**src/rtl/laser_on_control_multi.sv**
```systemverilog
// rtl/laser_on_control_multi.sv - UART byte command decoder driving NUM_CH active-low laser enables
// Optional build macro LASER_INTERLOCK_EN adds the interlock_ok input.
module laser_on_control_multi #(
    parameter int          NUM_CH         = 4,
    parameter logic [7:0]  ON_CODE        = 8'hB1,
    parameter logic [7:0]  OFF_CODE       = 8'hAA,
    parameter logic [7:0]  ALL_OFF_CODE   = 8'hA0,
    parameter int unsigned TIMEOUT_CYCLES = 50_000_000
) (
    input  logic              clk,
    input  logic              rst,
    input  logic [7:0]        data_out_1_byte,
    input  logic              data_out_en_1_byte,
`ifdef LASER_INTERLOCK_EN
    input  logic              interlock_ok,
`endif
    output logic [NUM_CH-1:0] laser_on_n,
    output logic              cmd_err,
    output logic              wdt_trip
);

    typedef enum logic {IDLE, WAIT_CH} state_t;

    state_t            state;
    state_t            state_nxt;
    logic              op_on;
    logic              op_on_nxt;
    logic [NUM_CH-1:0] laser_nxt;
    logic              err_nxt;
    logic              wdt_fire;
    logic              ilk_ok;
    logic [31:0]       byte_ext;
    logic              ch_valid;

`ifdef LASER_INTERLOCK_EN
    assign ilk_ok = interlock_ok;
`else
    assign ilk_ok = 1'b1;
`endif

    assign byte_ext = {24'b0, data_out_1_byte};
    assign ch_valid = (byte_ext < 32'(NUM_CH));

    always_ff @(posedge clk) begin
        if (rst) begin
            state      <= IDLE;
            op_on      <= 1'b0;
            laser_on_n <= '1;
            cmd_err    <= 1'b0;
            wdt_trip   <= 1'b0;
        end else begin
            state      <= state_nxt;
            op_on      <= op_on_nxt;
            laser_on_n <= laser_nxt;
            cmd_err    <= err_nxt;
            wdt_trip   <= wdt_fire;
        end
    end

    always_comb begin
        state_nxt = state;
        op_on_nxt = op_on;
        if (wdt_fire) begin
            state_nxt = IDLE;
        end else if (data_out_en_1_byte) begin
            case (state)
                IDLE: begin
                    if (data_out_1_byte == ON_CODE) begin
                        state_nxt = WAIT_CH;
                        op_on_nxt = 1'b1;
                    end else if (data_out_1_byte == OFF_CODE) begin
                        state_nxt = WAIT_CH;
                        op_on_nxt = 1'b0;
                    end
                end
                WAIT_CH: state_nxt = IDLE;
                default: state_nxt = IDLE;
            endcase
        end
    end

    // Next values of the registered outputs; the watchdog trip overrides any command.
    always_comb begin
        laser_nxt = laser_on_n;
        err_nxt   = 1'b0;
        if (wdt_fire) begin
            laser_nxt = '1;
        end else if (data_out_en_1_byte) begin
            case (state)
                IDLE: begin
                    if (data_out_1_byte == ALL_OFF_CODE)
                        laser_nxt = '1;
                end
                WAIT_CH: begin
                    if (data_out_1_byte == ALL_OFF_CODE) begin
                        laser_nxt = '1;
                    end else if (!ch_valid) begin
                        err_nxt = 1'b1;
                    end else if (op_on && !ilk_ok) begin
                        err_nxt = 1'b1;
                    end else begin
                        for (int i = 0; i < NUM_CH; i++) begin
                            if (byte_ext == 32'(i))
                                laser_nxt[i] = !op_on;
                        end
                    end
                end
                default: laser_nxt = laser_on_n;
            endcase
        end
        if (!ilk_ok)
            laser_nxt = '1;
    end

    generate
        if (TIMEOUT_CYCLES > 0) begin : g_wdt
            localparam int         CW       = $clog2(TIMEOUT_CYCLES + 1);
            localparam logic [CW-1:0] TRIP_VAL = CW'(TIMEOUT_CYCLES - 1);
            logic [CW-1:0] wdt_cnt;
            logic          any_on;

            assign any_on   = (laser_on_n != '1);
            assign wdt_fire = !data_out_en_1_byte && any_on && (wdt_cnt == TRIP_VAL);

            always_ff @(posedge clk) begin
                if (rst)
                    wdt_cnt <= '0;
                else if (data_out_en_1_byte || wdt_fire || !any_on)
                    wdt_cnt <= '0;
                else
                    wdt_cnt <= wdt_cnt + CW'(1);
            end
        end else begin : g_no_wdt
            assign wdt_fire = 1'b0;
        end
    endgenerate

endmodule

```
**config.mk**
```make
export PLATFORM = sky130hd
export DESIGN_NAME = laser_on_control_multi
export DESIGN_NICKNAME = d
export VERILOG_FILES = /design/src/rtl/laser_on_control_multi.sv
export SDC_FILE = /design/constraint.sdc
export NUM_CORES = 1
export LEC_CHECK = 0
export ABC_AREA = 1
export BUFFER_PORTS_ARGS = -buffer_cell sky130_fd_sc_hd__buf_2
export CORE_MARGIN = 2
export CORE_UTILIZATION = 65
export CTS_BUF_LIST = sky130_fd_sc_hd__clkbuf_4
export CTS_CLUSTER_SIZE = 30
export DETAILED_ROUTE_END_ITERATION = 7
export PLACE_DENSITY_LB_ADDON = 0.1
export SYNTH_ARGS = -nofsm -noshare
export SYNTH_HDL_FRONTEND = slang
export SYNTH_SLANG_ARGS = --single-unit
```
**constraint.sdc**
```tcl
create_clock -name clk -period 2.87 [get_ports clk]
set_clock_uncertainty 0.15 [all_clocks]
set_input_delay 0.861 -clock clk [delete_from_list [all_inputs] [get_ports clk]]
set_output_delay 0.861 -clock clk [all_outputs]
set_load 0.02 [all_outputs]
```
==> results_dict.tcl, run 1 <==
set metrics [dict create \
    die_y_um 58.08 \
    firstDrtPassIters 5 \
    placement.setup.worst_slack_ps 672.8 \
    root_buffer "clkbuf_4" \
    crit-reg2reg-launch "g_wdt.wdt_cnt[0]" \
    unrepaired_setup_endpoints_after_global_routing "false" \
    grt_pass1_wl_um 7348 \
    worst-path-max-fanout 26 \
    wl_um 4199 \
    post_cts_resize_count 0 \
    finalHoldViolCount 0 \
    sequential_share_of_power_pct 55.1 \
    routed_wire_length_per_instance_um 11.73 \
    syn_area_sq_mm 0.001901 \
    tightestPinTransition_ps 399.4 \
    core_area_sq_mm 0.002758 \
    totalNegativeSetupSlack_ps 0 \
    setup_ws_ps 902.0 \
    syn_to_final_growth_pct 9.414 \
    cts-buffers-inserted 5 \
    share_comb_of_total_power_pct 3.3 \
    p_switching_w 0.0001923 \
    reg2regPathDepth 8 \
    htree_levels 2 \
    buffer_ports.inserted 16 \
    min_period_over_period_pct 68.57 \
    arrival_ps 2040 \
    stdcell_count 358 \
    placedCellCount 350 \
    tritoncts "built" \
    synth.cells.most_frequent "89 x nand2_1, 66 x nor2_1, 37 x inv_1, 34 x dfxtp_1, 26 x nand3_1" \
    first_global_vias 1715 \
    yosysSeqAreaShare_pct 35.81 \
    synth.avg_cell_area_sq_um 6.231 \
    setup_viol 0 \
    max-slew-margin-rel_pct 73.25 \
    timing_max_transition_violations_final 0 \
    fmaxAchievable_mhz 508.1 \
    floorplan.die_area_sq_mm 0.003373 \
    status "complete, no violations" \
    drt-initial-drc-count 135 \
    grt_antenna_before_repair 0 \
    starting_density_of_the_core_pct 68.92 \
    sw_frac_of_total_pct 22.44 \
    post-cts-setup-buffers 0 \
    final_antenna_net_count 0 \
    yosys_register_bits 34 \
    end_kind "flop" \
    final_layout_size_suffix_gt1_share_pct 9.480 \
    power.clock.fraction_pct 41.6 \
    floorplan.rows 19 \
    register_clock_pin_slew_on_the_reported_worst_setup_and_hold_paths_ps 110 \
    critical_path_required_ps 2940 \
    synth_area_leaders "dfxtp_1 36%, nand2_1 18%, nor2_1 13%" \
    worstSetupEndpoint "g_wdt.wdt_cnt[20]" \
    post_synth_num_cell_types 23 \
    critical_path.reg2reg.endpoint "g_wdt.wdt_cnt[20]" \
    synth_enable_flop_cells 0 \
    power_report.internal_total_w 0.0006646 \
    async_reset_ff_share_pct 0 \
    grt.overflow.total 0 \
    clock_latency_ps 340 \
    syn_nets 317 \
    final.min_clock_period_ps 1968 \
    worst_hold_path.num_cells 2 \
    regToRegSetupSlack_ps 900 \
    cts_max_path_buffers 2 \
    worst_setup_path_start_kind "flop" \
    worstSetupStartpoint "g_wdt.wdt_cnt[0]" \
    finalWeightedCongestion 0.9571 \
    powerDensity_mw_per_mm2 412.1 \
    netlist.area_leader.share_pct 35.81 \
    vdd_drop_max_mv 0.5786 \
    cts.sink_count 34 \
    grt_max_degree 27 \
    cts.hold.buffers_added 0 \
    finalNetCount 338 \
    num_vias 1888 \
    hold_path.class "flop to flop" \
    syn_inst 305 \
    synth-main-ff-cell "dfxtp_1" \
    dp.final_hpwl_um 3147 \
    diodes 0 \
    post-synth-top-area-cell "dfxtp_1" \
    floorplan.io_pins 17 \
    synth_most_common_cell "nand2_1" \
    route.detailed.vias_per_inst 5.274 \
    holdWs_ps 318.8 \
    final_core_utilization_pct 75.41 \
    power.static_leakage_nw 0.7229 \
    grtUsageTotal_pct 28.33 \
    worstSetupPathType "flop to flop" \
    cap_viol_max_count 0 \
    die_w_um 58.08 \
    number_of_drc_violations_after_detailed_routing 0 \
    yosys_warnings 0 \
]
==> critical path, cell delays in order (launching register included) <==
cell	delay [ps]
dfxtp_1	440
ha_1	240
nand3_2	150
nor2_4	210
inv_2	60
nor2_2	130
nand2_1	120
nand3_4	250
a21oi_1	90
==> final cells by class <==
class                           instances  area [sq um]
Clock buffer                            5         37.54
Clock inverter                          3         45.04
Fill cell                             233         678.2
Inverter                               38         142.6
Multi-Input combinational cell        231          1055
Sequential cell                        34         680.7
Tap cell                               31         38.79
Timing Repair Buffer                   16         80.08
==> power by group through the flow <==
stage,logic [W],clock network [W],registers (W)
2_1_floorplan,0.0000146,0,0.000483
3_3_place_gp,0.0000274,0,0.000483
3_5_place_dp,0.0000282,0,0.000483
4_1_cts,0.0000283,0.000360,0.000472
5_1_grt,0.0000332,0.000386,0.000472
6_report,0.0000286,0.000356,0.000472
==> cell usage in the layout, fill, tap and decap left out, types with 2 or more instances in the layout <==
cell type	instances
clkbuf_4	5
inv_1	37
nand4_1	3
xor2_1	7
clkinvlp_4	2
nor2_2	2
nor2_1	66
nand3b_1	2
a21oi_1	14
buf_2	16
nand2_1	89
xnor2_1	5
dfxtp_1	34
o21ai_0	4
nor3_1	5
nand3_1	26
==> sequential cells by signal, indices dropped and copies added (netlist names) <==
name,count
wdt_trip,1
state,1
g_wdt.wdt_cnt,26
laser_on_n,4
op_on,1
cmd_err,1
==> worst min-delay path by stage <==
stage | start | end | slack [ps]
finish | g_wdt.wdt_cnt[25] | g_wdt.wdt_cnt[25] | 320
global route | g_wdt.wdt_cnt[25] | g_wdt.wdt_cnt[25] | 370
CTS | g_wdt.wdt_cnt[25] | g_wdt.wdt_cnt[25] | 320
detailed placement | g_wdt.wdt_cnt[25] | g_wdt.wdt_cnt[25] | 300
global placement | g_wdt.wdt_cnt[25] | g_wdt.wdt_cnt[25] | 300
floorplan | g_wdt.wdt_cnt[25] | g_wdt.wdt_cnt[25] | 290
==> routing by layer <==
layer	global-route usage, %	vias to the layer above	wire (um)
met5	0	-	0
met4	9.635	0	71
met3	7.143	8	220
met2	42.21	43	1830
met1	39.97	847	2077
li1	-	990	-
==> stage by stage <==
| step | power, W | area, sq um |
|---|---|---|
| floorplan | 0.0004976 | 1901 |
| global placement | 0.0005103 | 1997 |
| detailed placement | 0.0005111 | 1997 |
| CTS | 0.0008609 | 2079 |
| global route | 0.0008913 | 2079 |
| finish | 0.0008569 | 2079 |
==> logic make-up after synthesis <==
kind of cell	share of synthesized area, %
buf+inv	8.689
compound gates	5.070
xor+xnor	5.530
flops	35.81
simple gates	44.24
fa+ha+maj	0.6582
Note: power is estimated with default switching activity, not from simulation.
==> run 2: changes to the inputs <==
ABC_AREA = 0   (was 1)
CORE_UTILIZATION = 55   (was 65)
clock period = 1.8 ns   (was 2.87 ns; I/O delays follow)
==> run 2 against run 1 <==
The run now ends with negative setup slack left; final cell count decreased by 17%; clock power is 22% higher; largest cell class unchanged; non-clock buffer count grew 51; critical endpoint is now laser_on_n[1].
==> results_dict.tcl, run 2 <==
set metrics [dict create \
    firstDrtPassIters 4 \
    floorplan.io_pins 17 \
    setup_ws_ps -83.67 \
    finalWeightedCongestion 0.9038 \
    end_kind "flop" \
    use_met3_pct 8.225 \
    grt_antenna_before_repair 0 \
    drt-initial-drc-count 171 \
    die_w_um 59.87 \
    slowest_delay_ps 550 \
    cts.hold.buffers_added 0 \
    status "finished with violations" \
    worstSetupPathType "flop to flop" \
    place_area_sq_mm 0.002211 \
    syn_inst 196 \
    yosysSeqAreaShare_pct 39.65 \
    tritoncts "built" \
    power_w 0.001256 \
    tightestPinTransition_ps 426.5 \
    die_y_um 59.87 \
    grtUsageTotal_pct 30.62 \
    timing_max_transition_violations_final 0 \
    vdd_drop_max_mv 0.5068 \
    post_synth_num_cell_types 44 \
    post-synth-top-area-cell "dfxtp_1" \
    async_reset_ff_share_pct 0 \
    cts.sink_count 34 \
    synth_most_common_cell "dfxtp_1" \
    unrepaired_setup_endpoints_after_global_routing "true" \
    synth_area_leaders "dfxtp_1 40%, o31ai_1 4.4%, nor2_1 3.9%" \
    powerDensity_mw_per_mm2 501.6 \
    fmaxAchievable_mhz 530.9 \
    max-slew-margin-rel_pct 71.19 \
    floorplan.rows 20 \
    dp.final_hpwl_um 3440 \
    most-common-layout-cells "45 x buf_4, 25 x dfxtp_1, 17 x buf_2" \
    timing.critical_path.cells "or4b_4 > nor4_4 > buf_4 > a41oi_4 > a21bo_1" \
    route.detailed.vias_per_inst 6.430 \
    arrival_ps 2040 \
    yosys_register_bits 34 \
    first_global_vias 1836 \
    grt_pass1_wl_um 8066 \
    netlist.area_leader.share_pct 39.65 \
    root_buffer "clkbuf_4" \
    diodes 0 \
    routed_wire_length_per_instance_um 19.07 \
    grt.overflow.total 0 \
    power.static_leakage_nw 0.8292 \
    placement.setup.worst_slack_ps -280.1 \
    core_area_sq_mm 0.003003 \
    setup_viol 29 \
    busiest_layer "met2" \
    floorplan.die_area_sq_mm 0.003584 \
    wl_um 5684 \
    top_register "g_wdt.wdt_cnt" \
    final_antenna_net_count 0 \
    grt_max_degree 14 \
    layout.cells.most_common "buf_4" \
    cts_max_path_buffers 2 \
    synth_enable_flop_cells 0 \
    totalNegativeSetupSlack_ps -1427 \
    layout_top_registers "g_wdt.wdt_cnt: 26 flops, laser_on_n: 4 flops" \
    number_of_drc_violations_after_detailed_routing 0 \
    syn_nets 208 \
    buffer_ports.inserted 16 \
    syn_to_final_growth_pct 45.92 \
    syn_area_sq_mm 0.001717 \
    critical-path-slowest-cell "or4b_4" \
    worst_setup_path_start_kind "flop" \
    finalInstanceArea_sq_mm 0.002505 \
    violations "negative setup slack" \
    starting_density_of_the_core_pct 57.17 \
    finalNetCount 276 \
    synth-main-ff-cell "dfxtp_1" \
    htree_levels 2 \
    synth.cells.most_frequent "34 x dfxtp_1, 18 x nor2_1, 13 x a21oi_1, 12 x nand2_1, 10 x o31ai_1" \
    synth.avg_cell_area_sq_um 8.758 \
    yosys_warnings 0 \
    min_period_over_period_pct 104.6 \
    worst-path-max-fanout 5 \
    final_layout_size_suffix_gt1_share_pct 43.77 \
    hold_path.class "input port to flop" \
    cts-buffers-inserted 5 \
    largest_register_ffs 26 \
    global_route.usage.met2_pct 53.42 \
    critical_path_required_ps 1960 \
    finalHoldViolCount 0 \
    cap_viol_max_count 0 \
    register_clock_pin_slew_on_the_reported_worst_setup_and_hold_paths_ps 110 \
    final_core_utilization_pct 83.42 \
    num_vias 1916 \
    clock_latency_ps 350 \
    use_met1_pct 33.78 \
    final.min_clock_period_ps 1884 \
]
run 2: kinds of logic (layout without fill, tap and decap cells):
group	Yosys count	after routing	synth area share [%]
fa+ha+maj	1	1	0.7287
buf+inv	10	79	2.405
compound gates	40	40	16.03
simple gates	97	97	33.89
mux	2	2	1.166
xor+xnor	12	12	6.122
flops	34	34	39.65
run 2: critical path, delay by kind of cell, from the launching register on:
kind	cells	cell delay (ps)
compound gates	2	400
buf+inv	1	190
simple gates	2	770
flops	1	340
run 2: what timing repair did:
action | in CTS | in global routing
buffers inserted | 4 | 2
pin swaps | 6 | 15
cloned | 2 | 1
gates resized for setup | 12 | 26
endpoints found under the setup margin | 30 | 30
run 2: metal layers:
| layer | routed length (um) | part of all wire [%] | vias up |
|---|---|---|---|
| li1 | - | - | 888 |
| met1 | 2190 | 39 | 912 |
| met2 | 2973 | 52 | 96 |
| met3 | 382 | 6.7 | 20 |
| met4 | 138 | 2.4 | 0 |
| met5 | 0 | 0 | - |
run 2: report_power, final:
part	total, W	switching, W	internal [W]
clock network	0.000434	0.000273	0.000162
logic	0.0000701	0.0000362	0.0000339
registers	0.000752	0.000000103	0.000752
run 2: path summary, 6_finish.rpt:
check	from	end	slack [ps]	cells after the start
worst min-delay path	rst	op_on	290	2
worst max-delay path	g_wdt.wdt_cnt[11]	laser_on_n[1]	-80	5
worst max register to register	g_wdt.wdt_cnt[11]	laser_on_n[1]	-80	5
worst min register to register	g_wdt.wdt_cnt[25]	g_wdt.wdt_cnt[25]	350	2
run 2: through the flow:
stage | hold WS, ps | std cells
2_1_floorplan | 289.0 | 196
3_3_place_gp | 324.4 | 282
3_5_place_dp | 325.1 | 282
4_1_cts | 283.8 | 296
5_1_grt | 301.1 | 298
6_report | 295.0 | 298
run 2: final cells by class:
cell class	instances	area, sq um
multi-input cells	152	1185
inverters	4	15.01
flip-flops and latches	34	691.9
well taps	33	41.29
clock inverters	2	8.758
repair buffers	67	518.0
clock buffers	6	45.04
fillers	168	498.0
==> run 3: changes to the inputs <==
CORE_MARGIN = 10   (was 2)
PLACE_DENSITY_LB_ADDON = 0.25   (was 0.1)
==> run 3 against run 2 <==
The run still ends with negative setup slack left; worst hold slack worse by 17 ps; flip-flop and latch count is the same; setup slack gained 28 ps; non-clock buffer count shrank 7; clock-buffer cell count stayed put; sequential power about the same; core utilization is 3.7 points lower; sequential share of layout area is 1.1 points higher; clock power down 6.5%; critical path depth fell by 1; fmax rose by 1.5%; first-iteration DRC count shrank 7.6%; largest power group unchanged.
==> results_dict.tcl, run 3 (synthesized netlist as in run 2, its figures left out) <==
set metrics [dict create \
    status "finished with violations" \
    violations "negative setup slack" \
    timing.critical_path.cells "nand4_1 > or3_4 > or4_4 > a21oi_1" \
    final.min_clock_period_ps 1855 \
    finalNetCount 269 \
    cts_max_path_buffers 2 \
    unrepaired_setup_endpoints_after_global_routing "true" \
    critical_path_required_ps 1920 \
    critPathBufInv 0 \
    holdWs_ps 277.9 \
    setup_viol 29 \
    cts-buffers-inserted 5 \
    final_layout_size_suffix_gt1_share_pct 40.31 \
    layout.cells.most_common "buf_4" \
    cts.hold.buffers_added 0 \
    finalWeightedCongestion 0.8574 \
    route.detailed.vias_per_inst 5.911 \
    tritoncts "built" \
    most-common-layout-cells "42 x buf_4, 27 x dfxtp_1, 16 x nor2_1, 16 x buf_2, 11 x nand2_1" \
    finalInstanceArea_sq_mm 0.002414 \
    htree_levels 2 \
    slowest_delay_ps 520 \
    min_period_over_period_pct 103.1 \
    register_clock_pin_slew_on_the_reported_worst_setup_and_hold_paths_ps 100 \
    final_core_utilization_pct 79.71 \
    grt_antenna_before_repair 0 \
    path_delay_family "simple AND/OR/NAND/NOR gates" \
    first_global_vias 1716 \
    num_vias 1785 \
    timing_max_transition_violations_final 0 \
    fillerInstances 201 \
    regToRegSetupSlack_ps -60 \
    vdd_drop_max_mv 0.5108 \
    floorplan.rows 20 \
    number_of_drc_violations_after_detailed_routing 0 \
    critical-path-slowest-cell "or4_4" \
    drt-initial-drc-count 158 \
    worstSetupPathType "flop to flop" \
    tightestPinTransition_ps 354.6 \
    cap_viol_max_count 0 \
    powerDensity_mw_per_mm2 503.5 \
    cts.sink_count 34 \
    top_register "g_wdt.wdt_cnt" \
    hold_path.class "input port to flop" \
    setup_ws_ps -55.19 \
    finalHoldViolCount 0 \
    buffer_ports.inserted 16 \
    starting_density_of_the_core_pct 56.69 \
    seqCellArea_sq_um 694.4 \
    root_buffer "clkbuf_4" \
    final_antenna_net_count 0 \
    worst_setup_path_start_kind "flop" \
    layout_top_registers "g_wdt.wdt_cnt: 26 flops, laser_on_n: 4 flops" \
    totalNegativeSetupSlack_ps -840.4 \
    routed_wire_length_per_instance_um 15.48 \
    diodes 0 \
    die_w_um 75.87 \
    grt_pass1_wl_um 7672 \
    fmaxAchievable_mhz 539.0 \
    clock_latency_ps 330 \
    max-slew-margin-rel_pct 76.14 \
    largest_register_ffs 26 \
    end_kind "flop" \
    grt_max_degree 14 \
    floorplan.io_pins 17 \
    power.static_leakage_nw 0.8016 \
    place_area_sq_mm 0.002207 \
    arrival_ps 1970 \
    die_y_um 75.87 \
    dp.final_hpwl_um 3386 \
    multiInputGateArea_sq_mm 0.001160 \
    worst-path-max-fanout 12 \
    grtUsageTotal_pct 17.02 \
    power_w 0.001215 \
    wl_um 4676 \
    firstDrtPassIters 5 \
    floorplan.die_area_sq_mm 0.005756 \
    grt.overflow.total 0 \
    syn_to_final_growth_pct 40.60 \
    core_area_sq_mm 0.003028 \
]
[run 3: through the flow]
stage | setup slack [ps] | instances
detailed placement | -261.2 | 289
floorplan | -55.86 | 196
CTS | -33.37 | 301
global placement | -201.2 | 289
global route | -96.86 | 302
finish | -55.19 | 302
[run 3: repair_timing]
action | 4_1_cts | 5_1_grt
pin swaps | 2 | 3
setup endpoints to repair | 29 | 30
resized for setup | 11 | 16
endpoints found under the hold margin | 0 | 0
buffers inserted | 4 | 1
[run 3: power breakdown]
| group | total (W) | internal, W | switching, W |
|---|---|---|---|
| Sequential | 0.000749 | 0.000749 | 0.000000126 |
| Clock | 0.000406 | 0.000162 | 0.000244 |
| Combinational | 0.0000605 | 0.0000277 | 0.0000328 |
| Total | 0.00122 | 0.000938 | 0.000277 |
[run 3: final timing paths]
path	from	to	cells past startpoint
max	g_wdt.wdt_cnt[11]	g_wdt.wdt_cnt[25]	4
min	rst	op_on	2
max reg2reg	g_wdt.wdt_cnt[11]	g_wdt.wdt_cnt[25]	4
min reg2reg	g_wdt.wdt_cnt[25]	g_wdt.wdt_cnt[25]	2
[run 3: layout make-up]
cell class,count,share of cell area (%)
multi-input cells,152,48.06
flip-flops and latches,34,28.77
repair buffers,60,18.04
inverters,4,0.6221
clock buffers,6,1.866
well taps,44,2.281
clock inverters,2,0.3629
[run 3: worst register-to-register path, cell delays in order (launching register included)]
cell	delay, ps
dfxtp_2	360
nand4_1	130
or3_4	480
or4_4	520
a21oi_1	160
[run 3: routing by layer]
layer	wire (um)	track usage [%]	share of wire [%]	up-vias
met3	244	4.557	5.2	15
li1	-	-	-	872
met2	2395	29.62	51	52
met5	0	0	0	-
met4	143	7.423	3.1	0
met1	1892	18.96	40	846
